===== src/rtl/uart_seq_controller.sv =====
// Sequencer for the UART transmit path: launches NUM_STAGES sub-FSMs in order,
// steers the UART mux to the running stage and inserts a drain gap between stages.
module uart_seq_controller #(
  parameter int NUM_STAGES     = 2,
  parameter int SEL_W          = 3,
  parameter int CNT_W          = 16,
  parameter int GAP_CYCLES     = 8192,
  parameter int TIMEOUT_CYCLES = 0
) (
  input  logic                  i_clk,
  input  logic                  i_rst_n,
  input  logic                  i_start,
  input  logic                  i_abort,
  output logic [NUM_STAGES-1:0] o_stage_begin,
  input  logic [NUM_STAGES-1:0] i_stage_done,
  output logic [SEL_W-1:0]      o_uartsel,
  output logic                  o_busy,
  output logic                  o_done,
  output logic                  o_error,
  output logic [SEL_W-1:0]      o_err_stage
);

  typedef enum logic [2:0] {
    S_IDLE,
    S_LAUNCH,
    S_WAIT,
    S_GAP,
    S_FINISH,
    S_ERROR
  } state_t;

  localparam logic [SEL_W-1:0] LAST_STAGE = SEL_W'(NUM_STAGES - 1);
  localparam logic [CNT_W-1:0] GAP_LAST   = CNT_W'(GAP_CYCLES - 1);
  localparam logic [CNT_W-1:0] TO_LAST    = CNT_W'(TIMEOUT_CYCLES - 1);
  localparam bit               GAP_EN     = (GAP_CYCLES != 0);
  localparam bit               TO_EN      = (TIMEOUT_CYCLES != 0);

  // The counter must be able to reach GAP_CYCLES-1 and TIMEOUT_CYCLES-1.
  if (NUM_STAGES < 1 || NUM_STAGES > 8) begin : g_bad_stages
    $error("uart_seq_controller: NUM_STAGES must be in 1..8");
  end
  if ((longint'(1) << SEL_W) < longint'(NUM_STAGES)) begin : g_bad_sel
    $error("uart_seq_controller: SEL_W too narrow for NUM_STAGES");
  end
  if (GAP_CYCLES < 0 || longint'(GAP_CYCLES) > (longint'(1) << CNT_W)) begin : g_bad_gap
    $error("uart_seq_controller: CNT_W too narrow for GAP_CYCLES");
  end
  if (TIMEOUT_CYCLES < 0 || longint'(TIMEOUT_CYCLES) > (longint'(1) << CNT_W)) begin : g_bad_to
    $error("uart_seq_controller: CNT_W too narrow for TIMEOUT_CYCLES");
  end

  state_t           r_state;
  logic [SEL_W-1:0] r_stage;
  logic [CNT_W-1:0] r_cnt;
  logic [SEL_W-1:0] r_err_stage;

  state_t                w_state_nxt;
  logic [SEL_W-1:0]      w_stage_nxt;
  logic [CNT_W-1:0]      w_cnt_nxt;
  logic [SEL_W-1:0]      w_err_stage_nxt;
  logic [CNT_W-1:0]      w_cnt_inc;
  logic                  w_done_sel;
  logic                  w_busy_nxt;
  logic [NUM_STAGES-1:0] w_begin_nxt;

  assign w_cnt_inc = (r_cnt == '1) ? r_cnt : r_cnt + CNT_W'(1);

  always_comb begin
    w_done_sel = 1'b0;
    for (int i = 0; i < NUM_STAGES; i++) begin
      if (r_stage == SEL_W'(i)) w_done_sel = i_stage_done[i];
    end
  end

  always_comb begin
    w_state_nxt     = r_state;
    w_stage_nxt     = r_stage;
    w_cnt_nxt       = r_cnt;
    w_err_stage_nxt = r_err_stage;
    if (r_state == S_IDLE) begin
      if (i_start && !i_abort) begin
        w_state_nxt = S_LAUNCH;
        w_stage_nxt = '0;
        w_cnt_nxt   = '0;
      end
    end else if (i_abort) begin
      w_state_nxt = S_IDLE;
      w_stage_nxt = '0;
      w_cnt_nxt   = '0;
    end else begin
      case (r_state)
        S_LAUNCH: begin
          w_state_nxt = S_WAIT;
          w_cnt_nxt   = '0;
        end
        // stage_done outranks a timeout landing on the same cycle.
        S_WAIT: begin
          if (w_done_sel) begin
            w_cnt_nxt = '0;
            if (r_stage == LAST_STAGE) begin
              w_state_nxt = S_FINISH;
            end else if (!GAP_EN) begin
              w_state_nxt = S_LAUNCH;
              w_stage_nxt = r_stage + SEL_W'(1);
            end else begin
              w_state_nxt = S_GAP;
            end
          end else if (TO_EN && r_cnt == TO_LAST) begin
            w_state_nxt     = S_ERROR;
            w_err_stage_nxt = r_stage;
            w_cnt_nxt       = '0;
          end else begin
            w_cnt_nxt = w_cnt_inc;
          end
        end
        S_GAP: begin
          if (r_cnt == GAP_LAST) begin
            w_state_nxt = S_LAUNCH;
            w_stage_nxt = r_stage + SEL_W'(1);
            w_cnt_nxt   = '0;
          end else begin
            w_cnt_nxt = w_cnt_inc;
          end
        end
        S_FINISH, S_ERROR: begin
          if (i_start) begin
            w_state_nxt = S_LAUNCH;
            w_stage_nxt = '0;
            w_cnt_nxt   = '0;
          end
        end
        default: begin
          w_state_nxt = S_IDLE;
          w_stage_nxt = '0;
          w_cnt_nxt   = '0;
        end
      endcase
    end
  end

  assign w_busy_nxt = (w_state_nxt == S_LAUNCH) || (w_state_nxt == S_WAIT) ||
                      (w_state_nxt == S_GAP);

  always_comb begin
    w_begin_nxt = '0;
    for (int i = 0; i < NUM_STAGES; i++) begin
      w_begin_nxt[i] = (w_state_nxt == S_LAUNCH) && (w_stage_nxt == SEL_W'(i));
    end
  end

  // Outputs are registered from the next-state decode so they stay glitch-free.
  always_ff @(posedge i_clk or negedge i_rst_n) begin
    if (!i_rst_n) begin
      r_state       <= S_IDLE;
      r_stage       <= '0;
      r_cnt         <= '0;
      r_err_stage   <= '0;
      o_stage_begin <= '0;
      o_uartsel     <= '0;
      o_busy        <= 1'b0;
      o_done        <= 1'b0;
      o_error       <= 1'b0;
    end else begin
      r_state       <= w_state_nxt;
      r_stage       <= w_stage_nxt;
      r_cnt         <= w_cnt_nxt;
      r_err_stage   <= w_err_stage_nxt;
      o_stage_begin <= w_begin_nxt;
      o_uartsel     <= w_busy_nxt ? w_stage_nxt : '0;
      o_busy        <= w_busy_nxt;
      o_done        <= (w_state_nxt == S_FINISH);
      o_error       <= (w_state_nxt == S_ERROR);
    end
  end

  assign o_err_stage = r_err_stage;

endmodule


===== config.mk =====
export PLATFORM = sky130hd
export DESIGN_NAME = uart_seq_controller
export DESIGN_NICKNAME = d
export VERILOG_FILES = /design/src/rtl/uart_seq_controller.sv
export SDC_FILE = /design/constraint.sdc
export NUM_CORES = 1
export LEC_CHECK = 0
export CELL_PAD_IN_SITES_DETAIL_PLACEMENT = 0
export CELL_PAD_IN_SITES_GLOBAL_PLACEMENT = 1
export CORE_AREA = 3 3 68 70
export DETAILED_ROUTE_END_ITERATION = 10
export DIE_AREA = 0 0 71 73
export HOLD_SLACK_MARGIN = 0.12
export PLACE_DENSITY = 0.74
export SKIP_LAST_GASP = 1
export SLEW_MARGIN = 20
export SYNTH_ARGS = -nofsm -noshare
export SYNTH_HDL_FRONTEND = slang
export SYNTH_SLANG_ARGS = --single-unit

===== constraint.sdc =====
create_clock -name i_clk -period 2.4 [get_ports i_clk]
set_input_delay 0.24 -clock i_clk [delete_from_list [all_inputs] [get_ports i_clk]]
set_output_delay 0.24 -clock i_clk [all_outputs]
set_load 0.01 [all_outputs]

==> flow_summary_export.csv <==
group,metric,value,unit
status,run_status,"finished, final reports clean",
die,initial_utilization,44.1,%
timing,clock.fmax,470,MHz
cts,cts_repair_resize_count,0,
cells_and_area,final_layout_size_suffix_gt1_share,13.5,%
grt,grt_antenna_before_repair,0,
timing,transition_time_at_the_pin_with_the_least_slew_margin,0.729,ns
cts,clockRootBuffer,"sky130_fd_sc_hd__clkbuf_8",
critical_path,cp.arrival,2.28,ns
route,detail_route.iter0.violations,129,
die,fp.dieH,73,um
timing,max-slew-margin-rel,51.2,%
route,wire_per_inst,15.3,um
placement,finalWeightedCongestion,0.869,
job,cap_violations,0,
cts,cts.sink_count,30,
route,antenna_violating_nets_post_route,0,
route,met3_wirelength,145,um
cells_and_area,num-nets-final,216,
cts,latest_clock_arrival_within_the_worst_skew_pair,0.28,ns
grt,grt_pass1_vias,1463,
cts,clock_input_transition_at_the_sequential_cells_of_the_worst_setup_and_hold_paths,0.07,ns
yosys,synth_edf_count,0,
grt,global_route.overflow_total,0,
cts,clock_tree_buf_depth,2,
pwr,static-leakage-power,0.852,nW
route,via_count,1470,
die,chipWidth,71,um
route,route.top_layer_used,"met4",
cts,tritoncts.num_buffers,5,
cts,cts.htree.levels,2,
yosys,synth_seq_area_share,42.3,%
yosys,synth.cell_area,1780,um2
pwr,power.density_cell_area,553,nW/um2
timing,clock_skew,0.00608,ns
yosys,ys.warnings.count,0,
timing,finalCriticalPeriod,2.13,ns
timing,maxSlewViolCount,0,
die,fp.dieArea,5180,um2
die,core,4030,um2
timing,finalHoldViolCount,0,
die,placement_rows,23,
timing,setup_violations,0,
yosys,yosys_most_used_dff,"sky130_fd_sc_hd__dfrtp_1",
cells_and_area,layout_common_cells,"sky130_fd_sc_hd__dfrtp_1 (30), sky130_fd_sc_hd__nor2_1 (20), sky130_fd_sc_hd__nand2_1 (13), sky130_fd_sc_hd__clkdlybuf4s50_1 (13)",
critical_path,critPathKind,"reg -> reg",
yosys,syn-instance-count,189,
cts,postCtsSetupBuffers,0,
route,routed_via_density,5.72,
cells_and_area,final_cells,257,
critical_path,cp_max_fo,13,
placement,port-buffer-count,13,
cells_and_area,multi_input_area,932,um2
route,met1Wirelength,1700,um
critical_path,required_time_worst_endpoint,2.55,ns
yosys,synth_area_per_inst,9.39,um2
die,top_level_ports,17,
yosys,postSynthRegisterBits,30,
cells_and_area,mostFrequentLayoutCell,"sky130_fd_sc_hd__dfrtp_1",
critical_path,nature_of_the_critical_path_endpoint,"register",
pwr,irDropWorstVdd,0.000264,V
critical_path,crit_path_start_kind,"register",
cells_and_area,antennaDiodeCount,0,
cts,cts_tree,"built",
grt,gr_usage_total,17.0,%
worst_hold_path,worst_hold_path_class,"in -> async",
timing,post-route-period-util,88.6,%
cells_and_area,layout.filler_cells,376,
route,drt_wl_total,3940,um
timing,grt_setup_unrepaired,"false",
timing,fin_setup_tns,0,ns
cts,ctsHoldBuffers,0,
grt,grt_pass1_wl,6840,um
cells_and_area,area_growth_syn_to_layout,15.6,%
cells_and_area,sequential_cell_area_in_the_final_layout,751,um2
placement,detailed_place_hpwl,2910,um
placement,post_placement_cell_count,249,
route,wl_met2,2020,um
route,detailedRoute.firstPassIterationCount,4,
yosys,synth_async_sr_flop_share,100,%
yosys,synth_cell_type_count,49,
grt,largest_net_degree_at_the_start_of_global_routing,31,
route,drcViolationCount,0,
pwr,design_power_total,1.14,mW
==> state kept, by name, indices dropped and copies added (netlist names) <==
register and count:
o_busy 1, o_done 1, o_error 1, o_stage_begin 2, o_uartsel 3, r_cnt 16
r_stage 3, r_state 3
==> power by group <==
group          internal [mW]  switching, mW
Sequential             0.524         0.0246
Clock                  0.230          0.198
Combinational         0.0666         0.0936
==> logic make-up (layout without fill, tap and decap cells) <==
kind of cell	after synthesis	in the layout	share of synthesized area (%)
compound gates	44	44	17.5
xor+xnor	9	9	4.44
fa+ha+maj	4	4	2.82
buf+inv	21	37	5.64
flops	30	30	42.3
mux	3	3	1.76
other cells	1	3	0.211
simple gates	77	77	25.3
==> Yosys cell counts, drive strengths merged, types with 3 or more instances <==
| cell | instances | area share, % |
|---|---|---|
| nand4 | 5 | 2.1 |
| o21ai | 6 | 1.7 |
| nand3 | 7 | 2.5 |
| and2 | 3 | 1.1 |
| nand2 | 13 | 2.7 |
| xnor2 | 9 | 4.4 |
| a211oi | 7 | 3.2 |
| nor3 | 6 | 1.7 |
| buf | 9 | 3.1 |
| ha | 4 | 2.8 |
| nor2 | 20 | 4.2 |
| inv | 10 | 2.1 |
| a21oi | 10 | 2.8 |
| dfrtp | 30 | 42 |
| o211ai | 3 | 1.3 |
| nor2b | 4 | 1.4 |
| a2111oi | 3 | 1.5 |
==> routing by layer <==
layer | track usage (%) | vias up
li1 | - | 719
met5 | 0 | -
met3 | 4.82 | 8
met2 | 30.0 | 23
met4 | 6.47 | 0
met1 | 19.4 | 720
==> stage by stage <==
| step | setup WS [ns] | cell area [um2] | hold WS (ns) | utilization (%) |
|---|---|---|---|---|
| finish | 0.275 | 2050 | 0.344 | 51.0 |
| global route | 0.0944 | 2050 | 0.373 | 51.0 |
| CTS | 0.241 | 2050 | 0.346 | 51.0 |
| detailed placement | 0.236 | 1960 | 0.554 | 48.6 |
| global placement | 0.209 | 1960 | 0.533 | 48.6 |
| floorplan | 0.475 | 1780 | -0.0556 | - |
==> area by class of cell <==
type,instances,share of cell area (%)
Sequential cell,30,36.6
Clock buffer,6,4.02
Inverter,10,1.83
Timing Repair Buffer,19,8.53
Tap cell,50,3.05
Multi-Input combinational cell,140,45.4
Clock inverter,2,0.609
==> critical path, stage by stage (launching register included) <==
cell,delay [ns]
sky130_fd_sc_hd__dfrtp_1,0.41
sky130_fd_sc_hd__ha_1,0.21
sky130_fd_sc_hd__nand3_2,0.17
sky130_fd_sc_hd__nor4_2,0.31
sky130_fd_sc_hd__buf_4,0.25
sky130_fd_sc_hd__a311oi_1,0.14
sky130_fd_sc_hd__o211ai_1,0.42
sky130_fd_sc_hd__inv_1,0.09
==> path summary, 6_finish.rpt <==
check	start	to	slack, ns	cells after the start
hold reg to reg	r_cnt[12]	r_cnt[12]	0.56	2
min in group i_clk	r_cnt[12]	r_cnt[12]	0.56	2
setup / recovery	r_cnt[0]	o_busy	0.27	7
max in group asynchronous	i_rst_n	o_done	1.77	2
setup reg to reg	r_cnt[0]	o_busy	0.27	7
hold / removal	i_rst_n	r_state[2]	0.34	2
No activity file was read; power rests on OpenSTA's default activity.
